--- src/rtl/aud_pkg.sv ---
// Shared types for the stereo DAC player: FSM states, serializer modes, LRCK edge classification.
package aud_pkg;

  typedef enum logic [1:0] {IDLE, WAIT, LEFT, RIGHT} state_t;

  typedef enum logic [1:0] {EDGE_NONE, EDGE_FALL, EDGE_RISE} lrck_edge_t;

  localparam int MODE_I2S = 0;
  localparam int MODE_RJ  = 1;

  function automatic lrck_edge_t lrck_edge(input logic cur, input logic prev);
    if (cur == prev) return EDGE_NONE;
    return cur ? EDGE_RISE : EDGE_FALL;
  endfunction

endpackage

--- src/rtl/aud_player_stereo_if.sv ---
// Sample-pair handshake between the audio datapath (master) and the stereo player (slave).
interface aud_player_stereo_if #(
  parameter int DATA_W = 16
) ();

  logic              valid;
  logic              ready;
  logic [DATA_W-1:0] l_data;
  logic [DATA_W-1:0] r_data;

  modport master (output valid, output l_data, output r_data, input ready);
  modport slave  (input valid, input l_data, input r_data, output ready);

endinterface

--- src/rtl/aud_shift_tx.sv ---
// One-channel MSB-first serializer with slot counter; a start pulse restarts the slot and loads a sample.
module aud_shift_tx
  import aud_pkg::*;
#(
  parameter int DATA_W = 16,
  parameter int SLOT_W = 32,
  parameter int MODE   = MODE_I2S
) (
  input  logic              i_bclk,
  input  logic              i_rst_n,
  input  logic              i_start,
  input  logic [DATA_W-1:0] i_data,
  output logic              o_dat
);

  localparam int          CNT_W  = $clog2(SLOT_W) + 1;
  localparam int unsigned OFFSET = (MODE == MODE_RJ) ? SLOT_W - DATA_W : 0;
  localparam logic [CNT_W-1:0] CNT_MAX = CNT_W'(SLOT_W - 1);

  logic [CNT_W-1:0]  cnt;
  logic [DATA_W-1:0] shreg;

  // o_dat is registered, so the first bit is taken straight from i_data at the start edge;
  // once shreg drains, zeros shift out for any long half-frame.
  always_ff @(posedge i_bclk or negedge i_rst_n) begin
    if (!i_rst_n) begin
      cnt   <= CNT_MAX;
      shreg <= '0;
      o_dat <= 1'b0;
    end else if (i_start) begin
      cnt <= '0;
      if (OFFSET == 0) begin
        o_dat <= i_data[DATA_W-1];
        shreg <= i_data << 1;
      end else begin
        o_dat <= 1'b0;
        shreg <= i_data;
      end
    end else begin
      if (cnt != CNT_MAX) cnt <= cnt + 1'b1;
      if (32'(cnt) + 32'd1 >= OFFSET) begin
        o_dat <= shreg[DATA_W-1];
        shreg <= shreg << 1;
      end else begin
        o_dat <= 1'b0;
      end
    end
  end

endmodule

--- src/rtl/aud_player_stereo.sv ---
// Stereo I2S / right-justified DAC player: pair buffer, LRCK-framed FSM and serializer.
// Optional AUD_PLAYER_STEREO_HOLD_EN: on underrun replay the last played pair instead of zeros.
module aud_player_stereo
  import aud_pkg::*;
#(
  parameter int DATA_W = 16,
  parameter int SLOT_W = 32,
  parameter int MODE   = MODE_I2S
) (
  input  logic                i_bclk,
  input  logic                i_rst_n,
  input  logic                i_daclrck,
  input  logic                i_en,
  aud_player_stereo_if.slave  s_pair,
  output logic                o_aud_dacdat,
  output logic                o_underrun
);

  state_t            state;
  lrck_edge_t        lrck_ev;
  logic              lrck_q;
  logic              buf_full;
  logic              xfer;
  logic              frame_load;
  logic              rise_load;
  logic              tx_start;
  logic [DATA_W-1:0] l_buf;
  logic [DATA_W-1:0] r_buf;
  logic [DATA_W-1:0] right_hold;
  logic [DATA_W-1:0] fill_l;
  logic [DATA_W-1:0] fill_r;
  logic [DATA_W-1:0] tx_data;

`ifdef AUD_PLAYER_STEREO_HOLD_EN
  logic [DATA_W-1:0] last_l;
  logic [DATA_W-1:0] last_r;

  assign fill_l = last_l;
  assign fill_r = last_r;
`else
  assign fill_l = '0;
  assign fill_r = '0;
`endif

  assign lrck_ev      = lrck_edge(i_daclrck, lrck_q);
  assign s_pair.ready = (state != IDLE) && !buf_full;
  assign xfer         = s_pair.valid && s_pair.ready;
  assign frame_load   = (lrck_ev == EDGE_FALL) && i_en && (state == WAIT || state == RIGHT);
  assign rise_load    = (lrck_ev == EDGE_RISE) && i_en && (state == LEFT);

  // Every LRCK edge restarts the serializer slot; edges that carry no sample load zeros.
  always_comb begin
    tx_start = (lrck_ev != EDGE_NONE);
    tx_data  = '0;
    if (frame_load)     tx_data = buf_full ? l_buf : fill_l;
    else if (rise_load) tx_data = right_hold;
  end

  always_ff @(posedge i_bclk or negedge i_rst_n) begin
    if (!i_rst_n) begin
      state      <= IDLE;
      lrck_q     <= 1'b0;
      buf_full   <= 1'b0;
      l_buf      <= '0;
      r_buf      <= '0;
      right_hold <= '0;
      o_underrun <= 1'b0;
`ifdef AUD_PLAYER_STEREO_HOLD_EN
      last_l     <= '0;
      last_r     <= '0;
`endif
    end else begin
      lrck_q     <= i_daclrck;
      o_underrun <= 1'b0;
      if (xfer) begin
        buf_full <= 1'b1;
        l_buf    <= s_pair.l_data;
        r_buf    <= s_pair.r_data;
      end
      case (state)
        IDLE: if (i_en) state <= WAIT;
        default: begin
          if (lrck_ev != EDGE_NONE) begin
            if (!i_en) begin
              state      <= IDLE;
              buf_full   <= 1'b0;
              right_hold <= '0;
            end else if (frame_load) begin
              state <= LEFT;
              // A pair accepted on an underrun edge keeps buf_full set and plays next frame.
              if (buf_full) begin
                right_hold <= r_buf;
                buf_full   <= 1'b0;
`ifdef AUD_PLAYER_STEREO_HOLD_EN
                last_l     <= l_buf;
                last_r     <= r_buf;
`endif
              end else begin
                right_hold <= fill_r;
                o_underrun <= 1'b1;
              end
            end else if (rise_load) begin
              state <= RIGHT;
            end
          end
        end
      endcase
    end
  end

  aud_shift_tx #(
    .DATA_W (DATA_W),
    .SLOT_W (SLOT_W),
    .MODE   (MODE)
  ) u_tx (
    .i_bclk  (i_bclk),
    .i_rst_n (i_rst_n),
    .i_start (tx_start),
    .i_data  (tx_data),
    .o_dat   (o_aud_dacdat)
  );

endmodule
--- src/flat_wrapper.sv ---
// flat-port wrapper written by rule: the top's interface ports become plain ports
module aud_player_stereo_flat import aud_pkg::*;
#(
  parameter int DATA_W = 16,
  parameter int SLOT_W = 32,
  parameter int MODE   = MODE_I2S
)
  (i_bclk, i_rst_n, i_daclrck, i_en, o_aud_dacdat, o_underrun, s_pair_valid, s_pair_l_data, s_pair_r_data, s_pair_ready);
  aud_player_stereo_if #(.DATA_W(DATA_W)) s_pair_i ();
  input  logic i_bclk;
  input  logic i_rst_n;
  input  logic i_daclrck;
  input  logic i_en;
  output logic o_aud_dacdat;
  output logic o_underrun;
  input wire logic [$bits(s_pair_i.valid)-1:0] s_pair_valid;
  input wire logic [$bits(s_pair_i.l_data)-1:0] s_pair_l_data;
  input wire logic [$bits(s_pair_i.r_data)-1:0] s_pair_r_data;
  output wire logic [$bits(s_pair_i.ready)-1:0] s_pair_ready;
  assign s_pair_i.valid = s_pair_valid;
  assign s_pair_i.l_data = s_pair_l_data;
  assign s_pair_i.r_data = s_pair_r_data;
  assign s_pair_ready = s_pair_i.ready;
  aud_player_stereo #(.DATA_W(DATA_W), .SLOT_W(SLOT_W), .MODE(MODE)) u_core (.i_bclk(i_bclk), .i_rst_n(i_rst_n), .i_daclrck(i_daclrck), .i_en(i_en), .s_pair(s_pair_i), .o_aud_dacdat(o_aud_dacdat), .o_underrun(o_underrun));
endmodule
--- config.mk ---
export PLATFORM = sky130hd
export DESIGN_NAME = aud_player_stereo_flat
export DESIGN_NICKNAME = d
export VERILOG_FILES = /design/src/rtl/aud_pkg.sv /design/src/rtl/aud_player_stereo_if.sv /design/src/rtl/aud_shift_tx.sv /design/src/rtl/aud_player_stereo.sv /design/src/flat_wrapper.sv
export SDC_FILE = /design/constraint.sdc
export NUM_CORES = 1
export LEC_CHECK = 0
export ABC_CLOCK_PERIOD_IN_PS = 3300
export BUFFER_PORTS_ARGS = -buffer_cell sky130_fd_sc_hd__buf_2
export CAP_MARGIN = 20
export CORE_ASPECT_RATIO = 1.25
export CORE_MARGIN = 3
export CORE_UTILIZATION = 60
export DETAILED_ROUTE_END_ITERATION = 6
export PLACE_DENSITY_LB_ADDON = 0.1
export RECOVER_POWER = 100
export SKIP_CTS_REPAIR_TIMING = 1
export SLEW_MARGIN = 20
export SYNTH_ARGS = -nofsm -noshare
export SYNTH_HDL_FRONTEND = slang
export SYNTH_SLANG_ARGS = --single-unit
--- constraint.sdc ---
create_clock -name i_bclk -period 3.3 [get_ports i_bclk]
set_input_delay 0.99 -clock i_bclk [delete_from_list [all_inputs] [get_ports i_bclk]]
set_output_delay 0.99 -clock i_bclk [all_outputs]
set_load 0.02 [all_outputs]
==> results of run 1 <==
[power by group]
part	internal, mW	leakage (nW)	total (mW)	switching (mW)
combinational	0.281	0.532	0.512	0.231
clock	0.410	0.106	0.711	0.301
sequential	1.10	0.884	1.25	0.150
[stage by stage]
stage	area, sq um	utilization, %	power (mW)	hold slack [ns]
finish	3230	72.3	2.48	0.507
global route	3230	72.3	2.61	0.526
CTS	3240	72.8	2.50	0.510
detailed placement	3030	68.0	1.79	0.488
global placement	3030	68.0	1.76	0.476
floorplan	2810	-	1.61	0.466
[flip-flops by register name (all words and copies together), names as in the netlist]
name	flops
u_core.l_buf	16
u_core.state	2
u_core.buf_full	1
u_core.o_underrun	1
u_core.u_tx.shreg	15
u_core.u_tx.o_dat	1
u_core.lrck_q	1
u_core.right_hold	16
u_core.r_buf	16
[path summary, 6_finish.rpt]
kind | endpoint | cells past startpoint
max in group asynchronous | u_core.right_hold[13]$_DFFE_PN0P_ | 2
setup / recovery | u_core.r_buf[6]$_DFFE_PN0P_ | 5
hold reg to reg | u_core.r_buf[2]$_DFFE_PN0P_ | 1
min in group asynchronous | u_core.l_buf[3]$_DFFE_PN0P_ | 1
setup reg to reg | u_core.r_buf[6]$_DFFE_PN0P_ | 5
hold / removal | u_core.r_buf[2]$_DFFE_PN0P_ | 1
[logic make-up after synthesis]
group / after synthesis / share of synthesized area [%]
buffers and inverters: 34 / 5.35
DFF: 69 / 61.5
adders and majority gates: 2 / 0.892
muxes: 32 / 12.8
and+or+nand+nor: 44 / 9.67
AOI/OAI and AO/OA: 37 / 9.72
[routing by layer]
| metal | vias up | track usage (%) | wire length (microns) |
|---|---|---|---|
| li1 | 849 | - | - |
| met1 | 922 | 27.6 | 2330 |
| met2 | 46 | 36.0 | 2600 |
| met3 | 8 | 5.82 | 240 |
| met4 | 0 | 11.4 | 96 |
| met5 | - | 0 | 0 |
[layout make-up]
type	instances	share of cell area, %
Inverter	19	2.21
Timing Repair Buffer	44	6.63
Sequential cell	69	53.5
Tap cell	58	2.25
Multi-Input combinational cell	115	28.8
Clock buffer	13	5.24
Clock inverter	3	1.32
[Yosys cell counts, types with 2 or more instances]
cell type and instances:
sky130_fd_sc_hd__and2_1 15, sky130_fd_sc_hd__and3_1 2, sky130_fd_sc_hd__ha_1 2, sky130_fd_sc_hd__inv_1 19, sky130_fd_sc_hd__buf_2 6, sky130_fd_sc_hd__mux2_2 32, sky130_fd_sc_hd__nor2b_1 3, sky130_fd_sc_hd__buf_6 2
sky130_fd_sc_hd__clkbuf_1 6, sky130_fd_sc_hd__nand4_1 16, sky130_fd_sc_hd__nor2_1 3, sky130_fd_sc_hd__o21ai_0 18, sky130_fd_sc_hd__a221o_1 15, sky130_fd_sc_hd__dfrtp_1 69
==> summary by stage, run 1 <==
Synth
The synthesized design contains 69 register bits. The share of flip-flops with an asynchronous set or reset is between 90% and 100%. The prevailing post-synth register cell is sky130_fd_sc_hd__dfrtp_1. The number of enable-type register cells in the synthesized netlist is 0. The post-synth net total is between 200 and 300.

The yosys synthesis warning count is 0. In the post-synthesis netlist, the biggest area contributors are sky130_fd_sc_hd__dfrtp_1, sky130_fd_sc_hd__mux2_2, sky130_fd_sc_hd__a221o_1. The mean post-synth cell area is between 10 and 15 sq um. The post-synthesis cell type with the largest combined area is sky130_fd_sc_hd__dfrtp_1. The mapped cell area is between 2000 and 3000 sq um. The gate count after technology mapping is 218. Summed over its instances, the top area cell type makes up 61.5% of the synthesized netlist area. The sequential area share after synthesis is 61.5%. The synthesized netlist contains 24 unique library cells.

Layout
The signed area change from the synthesized netlist to the final layout is 14.9%. In the final layout, flip-flops and latches occupy 1730 sq um. In the layout the commonest cells are sky130_fd_sc_hd__dfrtp_1, sky130_fd_sc_hd__buf_2, sky130_fd_sc_hd__mux2_2, sky130_fd_sc_hd__inv_1, sky130_fd_sc_hd__o21ai_0. The number of antenna diodes in the final layout is 0. The area taken by multi-input logic gates is 930 sq um.

The most common cell after layout, fill and taps aside is sky130_fd_sc_hd__dfrtp_1. For this run, the number of standard cells in the final layout without fillers is roughly 320. The post-layout net count is 297.

The filler cells instantiated in the layout total 340. The share of cells above drive strength 1 is 32.7%.

Clock network
The latest clock arrival within the worst-skew pair is ~0.34 ns. After clock tree synthesis, the clock-pin slew on the worst setup and hold paths is about 0.070 ns. CTS saw 69 sinks. No sink is reached through more buffers than the 2 on the longest clock path. Counting the buffers created by CTS gives 9. The clock root buffer is sky130_fd_sc_hd__clkbuf_8. TritonCTS built the clock tree. The clock tree synthesis step divided the H-tree into 3 levels.

Timing
The smallest clock period supported by the final layout is computed as 2.83 ns. The worst relative slew slack is -19.0%. Setup repair after global routing left no endpoint under its margin.

The number of failing hold endpoints at the final stage was 0. The maximum clock frequency is around 0.35 GHz. The part of the cycle the worst path needs is 85.8%. For the final routed database, the setup TNS stands at 0 ns. Across all setup checks in the final design, the least slack found is 0.468 ns. At the pin with the least slew margin, the transition time is 1.78 ns. The max-slew violation count is 65.

Setup violations remaining at the end of the flow were counted as 0. The clock arrives with 0.00547 ns of skew.

Routing
The number of nets still failing antenna checks after routing is 0. Wires add up to 5260 microns. The total vias in the final route is 1825. After detailed routing, the average wire length per cell comes to between 15 and 20 microns. The number of remaining DRC errors is 0. The first TritonRoute pass finished after 4 iterations. The first routing iteration left 152 violations. The detail-routed via count per cell is 5.69.

Worst setup path
Setup slack on the worst reg-to-reg path comes out at between 0.4 and 0.5 ns. The kind of cell with the highest combined delay along the critical path is buffers and inverters. The type of element launching the critical path is a flip-flop.

The endpoint required time on the critical path is 3.53 ns. The slowest stage of the critical path belongs to the cell sky130_fd_sc_hd__clkbuf_1. The kind of critical path is flip-flop to flip-flop. The worst register-to-register path begins at u_core.buf_full$_DFF_PN0_. The highest fanout seen on the critical path is 33. Traced cell by cell, the critical path runs through clkbuf_2 -> o21ba_2 -> nand2_1 -> clkbuf_1 -> mux2_2. The timing startpoint of the critical path is u_core.buf_full$_DFF_PN0_.

The highest cell delay on the worst timing path is 1.28 ns. The data arrival time of the critical path is 3.06 ns. The combined buffer and inverter count along the critical path is 2. STA classifies the critical path endpoint as a flip-flop.

Placement
At the placement stage, the worst setup path has a slack of 0.242 ns. The number of I/O port buffers is 39. The total half-perimeter wirelength after legalization and detailed placement is 3400 microns. Counting tap cells, the placed design contains a total of 305 instances. At the end of routability-driven placement, the weighted congestion stood at 0.758.

Power
In this run the static leakage power is 1.52 nW. The power density normalized to cell area is 768 nW/um^2. Across the VDD grid, the largest voltage drop is 0.000488 V.

Global routing
The total global routing track utilization is 22.3%. The via count of the first global-routing pass is 1864. The first global-routing pass estimated 8850 microns of wire. The pin count of the biggest net entering global routing is 34. For this run the aggregate overflow at the end of global routing stands at 0.

The number of antenna violations at the first check in global routing came to 0.

Status
The run finished, with violations left. The final reports fail on capacitance limit, slew limit.

Floorplan
The number of top-level pins is 40. The die covers about 5500 sq um. The row count is 27.

For this configuration, the core starts out at a cell density of 62.9%. The die width is 67.2 microns. The die is 82.5 microns tall. The total area inside the core boundary comes to 4460 sq um.

Hold path
The launch instance of the worst min-delay path is u_core.r_buf[2]$_DFFE_PN0P_. The tightest min-delay check is of the flip-flop to flip-flop type.

Run
The number of max-cap violations is 2.
(Power assumes the default switching activity.)
==> inputs of run 2 (changes only) <==
--- a/config.mk
+++ b/config.mk
@@ -5,15 +5,17 @@
 export SDC_FILE = /design/constraint.sdc
 export NUM_CORES = 1
 export LEC_CHECK = 0
+export ABC_AREA = 1
 export ABC_CLOCK_PERIOD_IN_PS = 3300
 export BUFFER_PORTS_ARGS = -buffer_cell sky130_fd_sc_hd__buf_2
 export CAP_MARGIN = 20
 export CORE_ASPECT_RATIO = 1.25
 export CORE_MARGIN = 3
-export CORE_UTILIZATION = 60
+export CORE_UTILIZATION = 61
 export DETAILED_ROUTE_END_ITERATION = 6
 export PLACE_DENSITY_LB_ADDON = 0.1
 export RECOVER_POWER = 100
+export SETUP_SLACK_MARGIN = 0.05
 export SKIP_CTS_REPAIR_TIMING = 1
 export SLEW_MARGIN = 20
 export SYNTH_ARGS = -nofsm -noshare
==> summary by stage, run 2 <==
Power
The sum of internal, switching and leakage power came to 2.51 mW (+1.5%). The peak ir drop on the vdd network is 0.000513 V (+5.1%). The power density normalized to cell area was 750 nW/um^2 (-2.2%).

The static power due to leakage is 1.95 nW (+28%).

Worst setup path
The setup slack of the worst register-to-register path is 1.06 ns (+0.59 ns). The type of element launching the critical path is an input pin. By startpoint and endpoint, the worst setup path is classified as input pin to flip-flop. The signal on the critical path passes through clkbuf_1 -> inv_1 -> ha_1 -> inv_1 -> nand3_1 -> nand2_4 -> inv_4 -> nand2_1 -> nand2_1. The highest fanout seen on the critical path is 18 (-45%). The data arrival time of the critical path came to 2.93 ns (-0.13 ns).

The worst setup path is captured at a flip-flop. The highest cell delay on the worst timing path is 0.62 ns (-0.66 ns). The reg-to-reg critical path endpoint is u_core.r_buf[8]$_DFFE_PN0P_.

The length in cells of the worst reg-to-reg path is 5 (unchanged). On the critical path, the stage with the largest delay is an instance of sky130_fd_sc_hd__ha_1. The launching point of the worst reg2reg path is u_core.state[0]$_DFFE_PN0P_. The endpoint required time on the critical path came to 3.57 ns (+0.04 ns). The combined buffer and inverter count along the critical path is 4 (+2).

Broken down by cell family, the worst path's largest delay share belongs to buffers and inverters.

Hold path
The destination of the worst hold path is u_core.u_tx.shreg[2]$_DFF_PN0_. The number of stages on the worst hold path is 2 (+1). The classification of the worst-slack hold path is flip-flop to flip-flop. The worst hold path begins at u_core.u_tx.shreg[1]$_DFF_PN0_.

Placement
The number of I/O port buffers is 39 (unchanged). The global placement routability congestion came to 0.871 (+15%). The total half-perimeter wirelength after legalization and detailed placement is 4180 microns (+23%). The worst setup timing slack at the placement stage is 0.539 ns (+0.298 ns).

Synth
The number of enable-type register cells in the synthesized netlist came to 0 (unchanged). The number of different library cells in the post-synthesis netlist was 21 (-13%). The post-synthesis cell type with the largest combined area is sky130_fd_sc_hd__dfrtp_1.

The yosys synthesis warning count is 0 (unchanged). The share of flip-flops with an asynchronous set or reset is 100% (unchanged). The gate count after technology mapping is 369 (+69%). The most used flip-flop cell after synthesis is sky130_fd_sc_hd__dfrtp_1.

The flop and latch count out of synthesis came to 69 (unchanged). The share of Yosys cell area claimed by the top area cell type is 57.1% (-4.4 points). By count the netlist is led by sky130_fd_sc_hd__nand2_1, sky130_fd_sc_hd__dfrtp_1, sky130_fd_sc_hd__nand3_1, sky130_fd_sc_hd__inv_1. The sequential area share after synthesis is 57.1% (-4.4 points). The post-synth net total was 408 (+59%).

The mean post-synth cell area is 8.19 sq um (-36%). The most frequent cell after synthesis is sky130_fd_sc_hd__nand2_1. By area the synthesized netlist is led by sky130_fd_sc_hd__dfrtp_1, sky130_fd_sc_hd__nand2_1, sky130_fd_sc_hd__nand3_1. The mapped cell area is 3020 sq um (+7.7%).

Floorplan
The floorplan core area came to 4760 sq um (+6.8%). The die area is 5840 sq um (+5.5%). The initial core utilization was 63.4% (+0.51 points). The row count is 28 (+3.7%). The die height is 84.7 microns (+2.7%). The number of top-level pins is 40 (unchanged). The die width is 69.0 microns (+2.7%).

Routing
The number of remaining DRC errors is 0 (unchanged). The detail-routed via count per cell came to 5.18 (-8.9%). The number of nets still failing antenna checks after routing came to 0 (unchanged). The total wire length is 5960 microns (+13%). The detailed-routing iteration count for the pre-antenna-repair pass is 4 (unchanged).

The total vias in the final route is 2424 (+33%). The number of design-rule violations left by the first detailed-router iteration was 218 (+43%). The detail-routed net length per standard cell came to 12.7 microns (-22%).

Layout
The area taken by flip-flops and latches is 1730 sq um (unchanged). The share of cells above drive strength 1 is 14.5% (-18 points). The share of the core filled with cells is 70.3% (-2.0 points).

The number of fillers in the final layout is 418 (+23%). The post-layout net count is 445 (+50%). The signed area change from the synthesized netlist to the final layout is 10.8%. The area taken by multi-input logic gates is 1130 sq um (+22%). The number of inserted diodes came to 0 (unchanged). In the layout the commonest cells are sky130_fd_sc_hd__nand2_1, sky130_fd_sc_hd__dfrtp_1, sky130_fd_sc_hd__nand3_1, sky130_fd_sc_hd__buf_2, sky130_fd_sc_hd__clkbuf_8. The library cell used most frequently in the layout, excluding fill and tap cells, is sky130_fd_sc_hd__nand2_1. In the final layout, the registers with the most flip-flops are u_core.l_buf: 16 flops, u_core.r_buf: 16 flops, u_core.right_hold: 16 flops.

Clock network
In this run the clock root is driven by a sky130_fd_sc_hd__clkbuf_8. The TritonCTS clock tree is yes. The deepest clock path buffer count is 2 (unchanged). The number of levels the H-tree was split into is 3 (unchanged). The number of buffers created by CTS is 9 (unchanged).

The total clock sinks is 69 (unchanged). The latest clock arrival within the worst-skew pair is 0.33 ns (about the same). The clock transition at the registers of the reported paths came to 0.07 ns (about the same).

Timing
The total setup violations reported at the end of the flow is 0 (unchanged). The max-slew violation count is 33 (-49%). The transition time at the pin with the least slew margin is 1.65 ns (-0.133 ns). The maximum clock frequency came to 0.376 GHz (+6.4%). The part of the cycle the worst path needs was 80.7% (-5.1 points).

The post-route minimum period is 2.66 ns (-0.169 ns). The worst relative slew slack is -10.1% (+8.9 points). The worst clock skew on the final layout is 0.00490 ns (-0.000571 ns). The number of failing hold endpoints at the final stage was 0 (unchanged). Setup repair after global routing left no endpoint under its margin.

The final sum of negative setup slack is 0 ns (unchanged). The worst hold slack after final layout is 0.452 ns (-0.0554 ns). The final worst-path setup slack is 0.637 ns (+0.169 ns).

Global routing
The via count of the first global-routing pass came to 2370 (+27%). The total global routing track utilization is 24.2% (+1.9 points). The number of antenna violations at the first check in global routing came to 0 (unchanged). The final global-route overflow total came to 0 (unchanged).

The pin count of the biggest net entering global routing is 34 (unchanged). The global-route wire length before repair is 10600 microns (+20%).

Status
The checks that failed: capacitance limit, slew limit. The flow ran to the end, but the final reports show violations.

Run
The number of max-cap violations was 1 (-1).
run 2: changes by cell type after synthesis, moves of 3 or more:
cell	delta
sky130_fd_sc_hd__a221o_1	-15
sky130_fd_sc_hd__and2_1	-15
sky130_fd_sc_hd__buf_4	+4
sky130_fd_sc_hd__inv_1	-11
sky130_fd_sc_hd__inv_2	+3
sky130_fd_sc_hd__mux2_2	-32
sky130_fd_sc_hd__nand2_1	+200
sky130_fd_sc_hd__nand3_1	+53
sky130_fd_sc_hd__nand4_1	-16
sky130_fd_sc_hd__nor2b_1	-3
sky130_fd_sc_hd__o21ai_0	-16
run 2: logic make-up (layout without fill, tap and decap cells):
group,after synthesis,in the layout,share of synthesized area [%]
and+or+nand+nor,265,265,36.3
DFF,69,69,57.1
buffers and inverters,30,69,5.26
AOI/OAI and AO/OA,3,3,0.497
adders and majority gates,2,2,0.828
run 2: tightest hold or removal path, cell delays in order, from the launching register on:
cell	delay [ns]
sky130_fd_sc_hd__dfrtp_1	0.32
sky130_fd_sc_hd__nand2_1	0.05
sky130_fd_sc_hd__nand2_1	0.05
run 2: worst max path at each step:
stage,start,end,slack [ns],cells past startpoint
3_3_place_gp,i_daclrck,u_core.right_hold[10]$_DFFE_PN0P_,0.64,9
6_report,i_daclrck,u_core.right_hold[6]$_DFFE_PN0P_,0.64,9
5_1_grt,i_daclrck,u_core.right_hold[12]$_DFFE_PN0P_,0.38,9
4_1_cts,i_daclrck,u_core.right_hold[6]$_DFFE_PN0P_,0.89,9
2_1_floorplan,i_daclrck,u_core.right_hold[0]$_DFFE_PN0P_,1.13,10
3_5_place_dp,i_daclrck,u_core.right_hold[6]$_DFFE_PN0P_,0.54,9
run 2: final cells by class:
type / count / share of cell area, %
multi-input combinational: 270 / 33.7
timing repair buffer: 44 / 6.50
clock inverter: 3 / 0.448
tap: 60 / 2.24
clock buffer: 10 / 4.11
inverter: 12 / 1.42
sequential: 69 / 51.6
run 2: layer usage:
layer  share of wire, %  global-route usage (%)
met2                 46                    37.0
met5                  0                       0
met1                 47                    33.8
met4                1.3                    7.62
met3                5.7                    6.43
run 2: power by group:
group          switching (mW)  internal [mW]
clock                   0.284          0.276
combinational           0.435          0.212
sequential              0.178           1.13
run 2: through the flow:
step | cell area, sq um | instances
global placement | 3220 | 455
finish | 3350 | 468
global route | 3350 | 468
floorplan | 3020 | 369
CTS | 3370 | 468
detailed placement | 3220 | 455
